===== src/rtl/sta_arc_eval.sv =====
// ----------------------------------------------------------------------------
//  sta_arc_eval : streaming per-cell arc evaluation (max of arrival + delay)
//  Revision     : 1.0  initial release
// ----------------------------------------------------------------------------
`default_nettype none

module sta_arc_eval #(
   parameter int AW   = 24,
   parameter int DW   = 16,
   parameter int IDXW = 3
) (
   input  logic            clk,
   input  logic            rst_n,
   input  logic            arc_valid_i,
   output logic            arc_ready_o,
   input  logic [AW-1:0]   arc_arrival_i,
   input  logic [DW-1:0]   arc_delay_i,
   input  logic            arc_last_i,
   output logic            res_valid_o,
   input  logic            res_ready_i,
   output logic [AW-1:0]   res_arrival_o,
   output logic [IDXW-1:0] res_crit_idx_o,
   output logic [IDXW:0]   res_arc_cnt_o,
   output logic            res_sat_o,
   output logic            res_ovf_o
);

   localparam logic [IDXW:0] CNT_MAX = {1'b1, {IDXW{1'b0}}};

   typedef enum logic [0:0] {S_EMPTY = 1'b0, S_ACCUM = 1'b1} state_t;

   state_t          state_q;
   logic [AW-1:0]   acc_q,  acc_d;
   logic [IDXW-1:0] idx_q,  idx_d;
   logic [IDXW:0]   cnt_q,  cnt_d;
   logic            sat_q,  sat_d;
   logic            ovf_q,  ovf_d;

   logic            res_valid_q, res_valid_d;
   logic [AW-1:0]   res_arrival_q;
   logic [IDXW-1:0] res_idx_q;
   logic [IDXW:0]   res_cnt_q;
   logic            res_sat_q;
   logic            res_ovf_q;

   logic [AW:0]     w_sum;
   logic            w_sum_sat;
   logic [AW-1:0]   w_sum_clamped;
   logic            w_accept;
   logic            w_full;
   logic            w_win;

   assign arc_ready_o   = !res_valid_q || res_ready_i;
   assign w_accept      = arc_valid_i && arc_ready_o;

   assign w_sum         = {1'b0, arc_arrival_i} + (AW+1)'(arc_delay_i);
   assign w_sum_sat     = w_sum[AW];
   assign w_sum_clamped = w_sum_sat ? {AW{1'b1}} : w_sum[AW-1:0];

   // Once 2^IDXW arcs are counted, a winning extra arc pins idx at the top slot.
   assign w_full = (cnt_q == CNT_MAX);
   assign w_win  = (w_sum_clamped > acc_q);

   always_comb begin
      acc_d = w_sum_clamped;
      idx_d = '0;
      cnt_d = (IDXW+1)'(1);
      sat_d = w_sum_sat;
      ovf_d = 1'b0;
      if (state_q == S_ACCUM) begin
         acc_d = w_win ? w_sum_clamped : acc_q;
         idx_d = w_win ? (w_full ? {IDXW{1'b1}} : cnt_q[IDXW-1:0]) : idx_q;
         cnt_d = w_full ? cnt_q : cnt_q + 1'b1;
         sat_d = sat_q | w_sum_sat;
         ovf_d = ovf_q | w_full;
      end
   end

   always_comb begin
      res_valid_d = res_valid_q;
      if (w_accept && arc_last_i) res_valid_d = 1'b1;
      else if (res_ready_i)       res_valid_d = 1'b0;
   end

   always_ff @(posedge clk or negedge rst_n) begin
      if (!rst_n) begin
         state_q       <= S_EMPTY;
         acc_q         <= '0;
         idx_q         <= '0;
         cnt_q         <= '0;
         sat_q         <= 1'b0;
         ovf_q         <= 1'b0;
         res_valid_q   <= 1'b0;
         res_arrival_q <= '0;
         res_idx_q     <= '0;
         res_cnt_q     <= '0;
         res_sat_q     <= 1'b0;
         res_ovf_q     <= 1'b0;
      end else begin
         res_valid_q <= res_valid_d;
         if (w_accept) begin
            state_q <= arc_last_i ? S_EMPTY : S_ACCUM;
            acc_q   <= acc_d;
            idx_q   <= idx_d;
            cnt_q   <= cnt_d;
            sat_q   <= sat_d;
            ovf_q   <= ovf_d;
            if (arc_last_i) begin
               res_arrival_q <= acc_d;
               res_idx_q     <= idx_d;
               res_cnt_q     <= cnt_d;
               res_sat_q     <= sat_d;
               res_ovf_q     <= ovf_d;
            end
         end
      end
   end

   assign res_valid_o    = res_valid_q;
   assign res_arrival_o  = res_arrival_q;
   assign res_crit_idx_o = res_idx_q;
   assign res_arc_cnt_o  = res_cnt_q;
   assign res_sat_o      = res_sat_q;
   assign res_ovf_o      = res_ovf_q;

endmodule

`default_nettype wire


===== config.mk =====
export PLATFORM = sky130hd
export DESIGN_NAME = sta_arc_eval
export DESIGN_NICKNAME = d
export VERILOG_FILES = /design/src/rtl/sta_arc_eval.sv
export SDC_FILE = /design/constraint.sdc
export NUM_CORES = 1
export LEC_CHECK = 0
export CAP_MARGIN = 20
export CELL_PAD_IN_SITES_DETAIL_PLACEMENT = 0
export CELL_PAD_IN_SITES_GLOBAL_PLACEMENT = 1
export CORE_ASPECT_RATIO = 1.25
export CORE_UTILIZATION = 40
export DETAILED_ROUTE_END_ITERATION = 10
export GPL_TIMING_DRIVEN = 0
export PLACE_DENSITY_LB_ADDON = 0.1
export SLEW_MARGIN = 20
export SYNTH_ARGS = -nofsm -noshare
export SYNTH_HDL_FRONTEND = slang
export SYNTH_SLANG_ARGS = --single-unit
export TNS_END_PERCENT = 10

===== constraint.sdc =====
create_clock -name clk -period 3.2 [get_ports clk]
set_input_delay 0.48 -clock clk [delete_from_list [all_inputs] [get_ports clk]]
set_output_delay 0.48 -clock clk [all_outputs]
set_load 0.1 [all_outputs]

# After elaboration in Yosys (flattened, before gate mapping)
# Index checks and enable logic that the tools add are counted.
# word_totals
out_inout_bits	35
reg_bits	68
# classes
eq_ne	1
add_sub_neg	2
n_reduce_logical	6
n_mux	13
n_bitwise	2
n_lt_le_gt_ge	1
# ops
cell	count
two-way mux 24 bit	3
adder 24 x 16 -> 25 bit	1
> comparator 24 bit	1
two-way mux 3 bit	3
two-way mux 4 bit	2
two-way mux 1 bit	5
adder 4 x 1 -> 4 bit (second input constant)	1
== test 4 bit (second input constant)	1
logical AND 1 bit	2
bitwise OR 1 bit	2
AND reduction 2 bit	1
nonzero test 2 bit	1
logical NOT 1 bit	1
logical OR 1 bit	1

# Longest topological paths before layout
# Gate-level depths: netlist of run 1.
# depth
word_depth	5
depth_mapped	21
ltp_nobuf	18

# Worst setup path before layout of run 1
# OpenSTA, ideal clock, no wires.
# synth_path
kind	in2reg
start	input port arc_arrival_i[0]
end	register acc_q[23]
setup_time_ns	0.125
t_arrival_ns	4.242
setup_slack_ns	-1.167
path_buffers	1
stages	17
cell_sequence	ha_1 > fa_1 > a21oi_1 > o2111ai_1 > nor2b_1 > o21a_1 > and3_1 > mux2_2 > ha_1 > nand2_1 > or3_4 > nor4_4 > o31a_1 > o21ai_2 > a21oi_2 > buf_2 > mux2_2
# synth_via
elab_chain_cells	5
# synth_rtl
item	line	source
start: declaration	16	input logic [AW-1:0] arc_arrival_i,
adder 24 x 16 -> 25 bit *	56	assign w_sum = {1'b0, arc_arrival_i} + (AW+1)'(arc_delay_i);
two-way mux 24 bit *	58	assign w_sum_clamped = w_sum_sat ? {AW{1'b1}} : w_sum[AW-1:0];
> comparator 24 bit	62	assign w_win = (w_sum_clamped > acc_q);
two-way mux 24 bit	71	acc_d = w_win ? w_sum_clamped : acc_q;
two-way mux 24 bit *	70	if (state_q == S_ACCUM) begin
end signal: assignment	88	acc_q <= '0;
end signal: assignment	103	acc_q <= acc_d;
end: declaration	33	logic [AW-1:0] acc_q, acc_d;
# Mark *: on every way between the ends. The rest lies on a longest branch, timed or not.
# A chain may end at the register's enable or synchronous reset.

# Worst setup path in the final report of run 1
# layout_path
start	input port arc_arrival_i[1]
end	register acc_q[23]
# Same word-level chain as after synthesis.

==> key figures, run 1 <==
Floorplan
  – Initial Utilization: 41.4%
  – Width of the die: 98 um
  – Die Height: 122 um
  – FP Rows: 43
  – Core ar.: 0.0111 sq mm
  – Num ports: 80
  – Die ar.: 0.0120 sq mm

STA
  – Post-layout min period: 4150 ps
  – Worst slew margin: 34.0%
  – Unrepaired setup endpoints after global routing: true
  – Fin Setup TNS: -46900 ps
  – Slew @ Worst Pin: 987 ps
  – Worst-case clock skew: 5.94 ps
  – FMAX: 0.241 GHz
  – Hold Violations, Final: 0
  – Post-route setup slack: -951 ps
  – Final setup viols: 54
  – Max Slew Vio Count: 0
  – Final worst path period share: 130%

Synth
  – Top_reg_cell synth: dfrtp_1
  – FFs w/ async S/R, synth: 100%
  – Mapped cell area: 0.00461 sq mm
  – Count leader, synth: nand2_1
  – Post-Syn Nets: 638
  – Sequential area share after synthesis: 36.9%
  – Average size of a mapped cell: 8.39 sq um
  – Most instantiated cells after synthesis: nand2_1 (71), dfrtp_1 (68), nor2_1 (55)
  – Post-synth top area cell: dfrtp_1
  – Synth top area share: 36.9%
  – Leading post-synthesis cells by cell area: dfrtp_1 (37%), ha_1 (12%), nand2_1 (5.8%)
  – Ys Warns: 0
  – Post-synth EDFFs: 0
  – Mapped Cells: 549
  – Seq cells post-synth: 68
  – Synth cell types: 59

Detailed routing
  – Vias/cell: 5.53
  – Final WL: 14300 um
  – Remaining antenna violation count: 0
  – Via count: 4606
  – Pre-antenna DRT Iters: 7
  – Initial drt markers: 213
  – WL per Instance: 17.1 um
  – # DRC: 5

Placed design
  – PortBufs: 79
  – Post-DP HPWL: 9600 um
  – Cells after DPL: 764
  – DP Area: 0.00574 sq mm
  – GPL Wtd Cong: 0.835

Global route
  – First-pass GRT wire length: 22400 um
  – Pin count of the biggest net entering global routing: 52
  – GRT overflow: 0
  – GRT Util Overall: 24.2%
  – Vias in the first global route: 4569
  – Initial antenna violation count: 0

Final layout
  – Layout Cells excl Fill: 833
  – Final Cell Area: 0.00718 sq mm
  – Post-layout util: 64.5%
  – Layout cells sized above 1: 27.9%
  – Area Growth Syn to Fin: 55.8%
  – Diodes inserted: 0
  – NumNets Final: 783

Clock network
  – Clk pin slew, worst setup/hold paths: 50 ps
  – H-tree levels: 3
  – Quantity of hold-fixing buffers added after cts: 0
  – Num Clock Sinks: 68
  – Worst-Skew Late Latency: 340 ps
  – TritonCTS Buffers: 9
  – Clock root cell: clkbuf_16
  – Clk buf depth: 2
  – CTS tree: built

Pwr
  – Pleak: 3.19 nW
  – Total power: 0.00666 W
  – Pwr dens: 928 mW/mm^2
  – VDD IR max: 0.428 mV

Worst setup path
  – CP Class: input pin to flip-flop
  – Family with the most delay on the worst path: compound AO/OA/AOI/OAI gates
  – Setup crit start kind: input pin
  – Reg2reg setup slack: 520 ps
  – Critical path's largest stage delay: 390 ps
  – Worst-path cell chain: buf_8, ha_4, a21oi_2, nand4b_1, a211oi_4, o2111ai_2, nand3b_1, buf_6, a31oi_4, a31o_4, inv_4, ha_4, nand4_1, or3_4, nor4_4, o31a_1, o21ai_4, buf_6, a21oi_4, buf_6, mux2_4
  – Req. time, crit path: 3420 ps
  – Top cell by count, worst path: buf_6
  – Worst-path maximum fanout: 8
  – Crit path DAT: 4380 ps
  – Critical path's slowest cell: or3_4
  – Worst setup EP type: flip-flop
  – Bufs and invs on worst path: 5

Flow run
  – Max-Cap Viols: 0

Run status
  – Status: finished with violations
  – Violated checks: DRC, setup timing

Min path
  – Worst Hold Class: input pin to async pin
cell usage in the layout, fill, tap and decap left out, types with 8 or more instances in the layout:
| cell type | netlist | final |
|---|---|---|
| a31oi_1 | 11 | 8 |
| ha_4 | 0 | 20 |
| o21ai_1 | 1 | 13 |
| nor2_1 | 55 | 51 |
| nand2_1 | 71 | 63 |
| dlygate4sd2_1 | 0 | 19 |
| buf_6 | 2 | 15 |
| clkdlybuf4s50_1 | 0 | 44 |
| clkbuf_16 | 0 | 11 |
| ha_1 | 43 | 23 |
| inv_1 | 45 | 41 |
| dfrtp_1 | 68 | 68 |
| a21oi_2 | 1 | 8 |
| o21ai_0 | 35 | 18 |
| nand3_1 | 22 | 15 |
| buf_4 | 4 | 43 |
| clkbuf_1 | 12 | 13 |
| a21oi_1 | 50 | 40 |
layer usage:
layer  GRT usage (%)  vias to the layer above  share of wire, %
met5               0                        -                 0
met4            9.66                        0               2.5
met3            3.67                       26               3.5
met2            44.4                      109                52
met1            28.0                     2236                42
li1                -                     2235                 -
cells by family after synthesis:
logic type / count (synthesis) / share of synthesized area [%]
XOR/XNOR: 12 / 2.28
adder cells (fa/ha/maj): 44 / 12.1
buffers and inverters: 71 / 6.60
multiplexers: 4 / 0.950
AO/OA/AOI/OAI: 160 / 22.2
flip-flops: 68 / 36.9
AND/OR/NAND/NOR: 190 / 19.0
path summary, 6_finish.rpt:
check	cells after the start	to	start
setup / recovery	21	acc_q[23]	arc_arrival_i[1]
min in group clk	2	res_arc_cnt_o[2]	res_arc_cnt_o[2]
max in group asynchronous	2	cnt_q[0]	rst_n
hold / removal	1	res_arrival_o[22]	rst_n
setup reg to reg	11	acc_q[23]	acc_q[21]
hold reg to reg	2	res_arc_cnt_o[2]	res_arc_cnt_o[2]
what timing repair did:
action,CTS,global route
endpoints found under the setup margin,54,54
buffers inserted,34,18
endpoints found under the hold margin,0,0
pin swaps,32,40
gates cloned,2,2
resized for setup,141,73
flip-flops by register name, indices dropped and copies added, names as in the netlist, 3 cells and up:
register        cells
res_arc_cnt_o       4
cnt_q               4
res_arrival_o      24
idx_q               3
acc_q              24
res_crit_idx_o      3
power by group:
part	internal [W]	switching, W
combinational	0.00151	0.00265
clock	0.000663	0.000363
sequential	0.00123	0.000251
total	0.00340	0.00326
final cells by class:
class	count	area, sq um
fillers	950	3960
multi-input cells	410	3320
flip-flops and latches	68	1700
repair buffers	135	1300
clock buffers	14	274
plain buffers	25	216
inverters	45	171
well taps	135	169
clock inverters	1	30.0
per-stage QoR:
step | setup slack (ps) | hold WS, ps
2_1_floorplan | -697 | 184
3_3_place_gp | -2130 | 451
3_5_place_dp | -2230 | 376
4_1_cts | -1010 | 20.6
5_1_grt | -1100 | 33.7
6_report | -951 | 17.3
Power figures use the tool's default switching activity.
==> run 2, diff against run 1 <==
==> constraint.sdc (replaced) <==
create_clock -name clk -period 3.2 [get_ports clk]
set_input_delay 0.48 -clock clk [delete_from_list [all_inputs] [get_ports clk]]
set_output_delay 0.48 -clock clk [all_outputs]
set_load 0.02 [all_outputs]
==> run 2 against run 1 <==
Against the previous run: the run still ends with DRC, setup timing left; sequential power hardly changed; utilization is 1.6 points lower; global-route usage is 0.15 points higher; cell count is 1.4% lower; non-clock buffer count is 12 lower; clock-buffer cell count is 2 lower.
==> key figures, run 2 (synthesized netlist as in run 1, its figures left out) <==
Detailed routing
  – # DRC: 3 (-2)
  – Remaining antenna violation count: 0 (unchanged)
  – Vias/cell: 5.54 (+0.12%)
  – Final WL: 13700 um (-4.2%)
  – Initial drt markers: 186 (-13%)
  – Via count: 4545 (-1.3%)
  – WL per Instance: 16.7 um (-2.8%)
  – Pre-antenna DRT Iters: 7 (unchanged)

STA
  – Post-layout min period: 4160 ps (+4.73 ps)
  – Post-route setup slack: -956 ps (-4.73 ps)
  – Worst-case clock skew: 6.12 ps (+0.184 ps)
  – Slew @ Worst Pin: 935 ps (-51.5 ps)
  – Final worst path period share: 130% (+0.15 points)
  – Worst slew margin: 37.7% (+3.6 points)
  – Max Slew Vio Count: 0 (unchanged)
  – Final setup viols: 54 (unchanged)
  – FMAX: 0.241 GHz (-0.11%)
  – Fin Setup TNS: -45030 ps (+1880 ps)
  – Unrepaired setup endpoints after global routing: true
  – Hold Violations, Final: 0 (unchanged)

Worst setup path
  – Critical path's slowest cell: or3_4
  – Worst setup EP type: flip-flop
  – CP Class: input pin to flip-flop
  – Setup crit start kind: input pin
  – Worst-path maximum fanout: 6 (-2)
  – Req. time, crit path: 3410 ps (about the same)
  – Worst-path cell chain: buf_8, ha_4, fa_2, a21oi_4, o2111ai_4, nor2b_4, o21a_4, nand2_4, mux2i_4, inv_2, ha_4, nand4_1, or3_4, nor4_4, o31a_1, o21ai_4, buf_6, a21oi_4, buf_6, mux2_4
  – Critical path's largest stage delay: 440 ps (+50 ps)
  – Family with the most delay on the worst path: compound AO/OA/AOI/OAI gates
  – Crit path DAT: 4370 ps (about the same)
  – Bufs and invs on worst path: 4 (-1)

Global route
  – Initial antenna violation count: 0 (unchanged)
  – GRT overflow: 0 (unchanged)
  – Pin count of the biggest net entering global routing: 48 (-7.7%)
  – Vias in the first global route: 4616 (+1.0%)
  – First-pass GRT wire length: 22800 um (+1.5%)
  – GRT Util Overall: 24.3% (+0.15 points)

Final layout
  – Most frequent cells in the layout: dfrtp_1 (68), nand2_1 (66), nor2_1 (53)
  – Diodes inserted: 0 (unchanged)
  – Layout Cells excl Fill: 821 (-1.4%)
  – Layout cells sized above 1: 25.5% (-2.4 points)
  – Commonest non-fill, non-tap cell in the layout: dfrtp_1
  – Area Growth Syn to Fin: 51.9%
  – NumNets Final: 771 (-1.5%)

Pwr
  – Sw frac: 39.9% (-9.1 points)
  – Pwr dens: 758 mW/mm^2 (-18%)
  – Total power: 0.00531 W (-20%)
  – Clock share of power: 16.5% (+1.1 points)
  – Switching power: 0.00212 W (-35%)
  – Comb power frac: 55.5% (-6.9 points)
  – P_int: 0.00319 W (-6.1%)
  – Pleak: 3.11 nW (-2.4%)
  – Seq pwr share: 28.0% (+5.8 points)
  – VDD IR max: 0.300 mV (-30%)

Floorplan
  – Initial Utilization: 41.4% (unchanged)
  – Die Height: 122 um (unchanged)
  – Width of the die: 98 um (unchanged)
  – Die ar.: 0.0120 sq mm (unchanged)
  – Num ports: 80 (unchanged)
  – Core ar.: 0.0111 sq mm (unchanged)
  – FP Rows: 43 (unchanged)

Clock network
  – Clk pin slew, worst setup/hold paths: 60 ps (about the same)
  – CTS tree: built
  – Clk buf depth: 2 (unchanged)
  – Worst-Skew Late Latency: 340 ps (about the same)
  – Clock root cell: clkbuf_16
  – TritonCTS Buffers: 9 (unchanged)
  – H-tree levels: 3 (unchanged)
  – Num Clock Sinks: 68 (unchanged)

Placed design
  – Cells after DPL: 764 (unchanged)
  – GPL Wtd Cong: 0.841 (+0.77%)
  – Post-DP HPWL: 9720 um (+1.2%)
  – PortBufs: 79 (unchanged)

Run status
  – Violated checks: DRC, setup timing
  – Status: finished with violations

Flow run
  – Max-Cap Viols: 0 (unchanged)

Min path
  – Worst Hold Class: input pin to async pin
run 2: worst paths after layout:
| path | startpoint | to | slack, ps | depth (start not counted) |
|---|---|---|---|---|
| setup / recovery | arc_delay_i[0] | acc_q[23] | -960 | 20 |
| hold / removal | rst_n | res_arrival_o[22] | 40 | 1 |
| setup reg to reg | acc_q[22] | acc_q[23] | 520 | 11 |
| hold reg to reg | res_arc_cnt_o[3] | res_arc_cnt_o[3] | 480 | 2 |
| max in group asynchronous | rst_n | res_valid_o | 2620 | 2 |
| min in group clk | res_arc_cnt_o[3] | res_arc_cnt_o[3] | 480 | 2 |
run 2: power groups by stage:
stage,logic [W],clock network (W),registers (W)
6_report,0.00295,0.000875,0.00148
5_1_grt,0.00323,0.000922,0.00154
4_1_cts,0.00285,0.000885,0.00148
3_5_place_dp,0.00232,0,0.00148
3_3_place_gp,0.00228,0,0.00147
2_1_floorplan,0.00130,0,0.00164
run 2: per-layer routing:
metal / vias up / part of all wire, % / global-route usage (%)
met5: - / 0 / 0
li1: 2209 / - / -
met4: 0 / 3.2 / 11.0
met3: 35 / 4.1 / 2.70
met2: 126 / 50 / 44.1
met1: 2175 / 42 / 28.8
run 2: metrics by stage:
stage | area, sq um | worst slack (ps) | hold slack [ps] | utilization, %
floorplan | 4750 | -695 | 184 | -
global placement | 5710 | -2140 | 452 | 51.3
detailed placement | 5740 | -2190 | 401 | 51.5
CTS | 6800 | -1030 | 46.6 | 61.1
global route | 7000 | -1070 | 61.7 | 62.9
finish | 7000 | -956 | 42.5 | 62.9
run 2: final cells by class:
| class | instances | area, sq um |
|---|---|---|
| Buffer | 26 | 220 |
| Sequential cell | 68 | 1700 |
| Timing Repair Buffer | 122 | 1180 |
| Tap cell | 135 | 169 |
| Inverter | 45 | 169 |
| Multi-Input combinational cell | 410 | 3310 |
| Clock inverter | 3 | 15.0 |
| Fill cell | 964 | 4140 |
| Clock buffer | 12 | 236 |
run 2: timing repair:
action,CTS,global route
setup buffers,27,11
hold buffers,0,0
setup endpoints to repair,54,54
gates resized for setup,153,48
endpoints found under the hold margin,0,0
pin swaps,40,30
gates cloned,4,0
run 2: worst reg2reg max path, delay by kind of cell, from the launching register on:
| kind | cells | cell delay, ps |
|---|---|---|
| and+or+nand+nor | 3 | 770 |
| AOI/OAI and AO/OA | 3 | 490 |
| DFF | 1 | 360 |
| buffers and inverters | 3 | 350 |
| muxes | 1 | 300 |
| adders and majority gates | 1 | 290 |
==> run 3, diff against run 2 <==
--- a/config.mk
+++ b/config.mk
@@ -10,6 +10,7 @@
 export CELL_PAD_IN_SITES_GLOBAL_PLACEMENT = 1
 export CORE_ASPECT_RATIO = 1.25
 export CORE_UTILIZATION = 40
+export CTS_CLUSTER_DIAMETER = 150
 export DETAILED_ROUTE_END_ITERATION = 10
 export GPL_TIMING_DRIVEN = 0
 export PLACE_DENSITY_LB_ADDON = 0.1
==> results of run 3 <==
Final layout, timing and power as in run 2 (identical DEF).
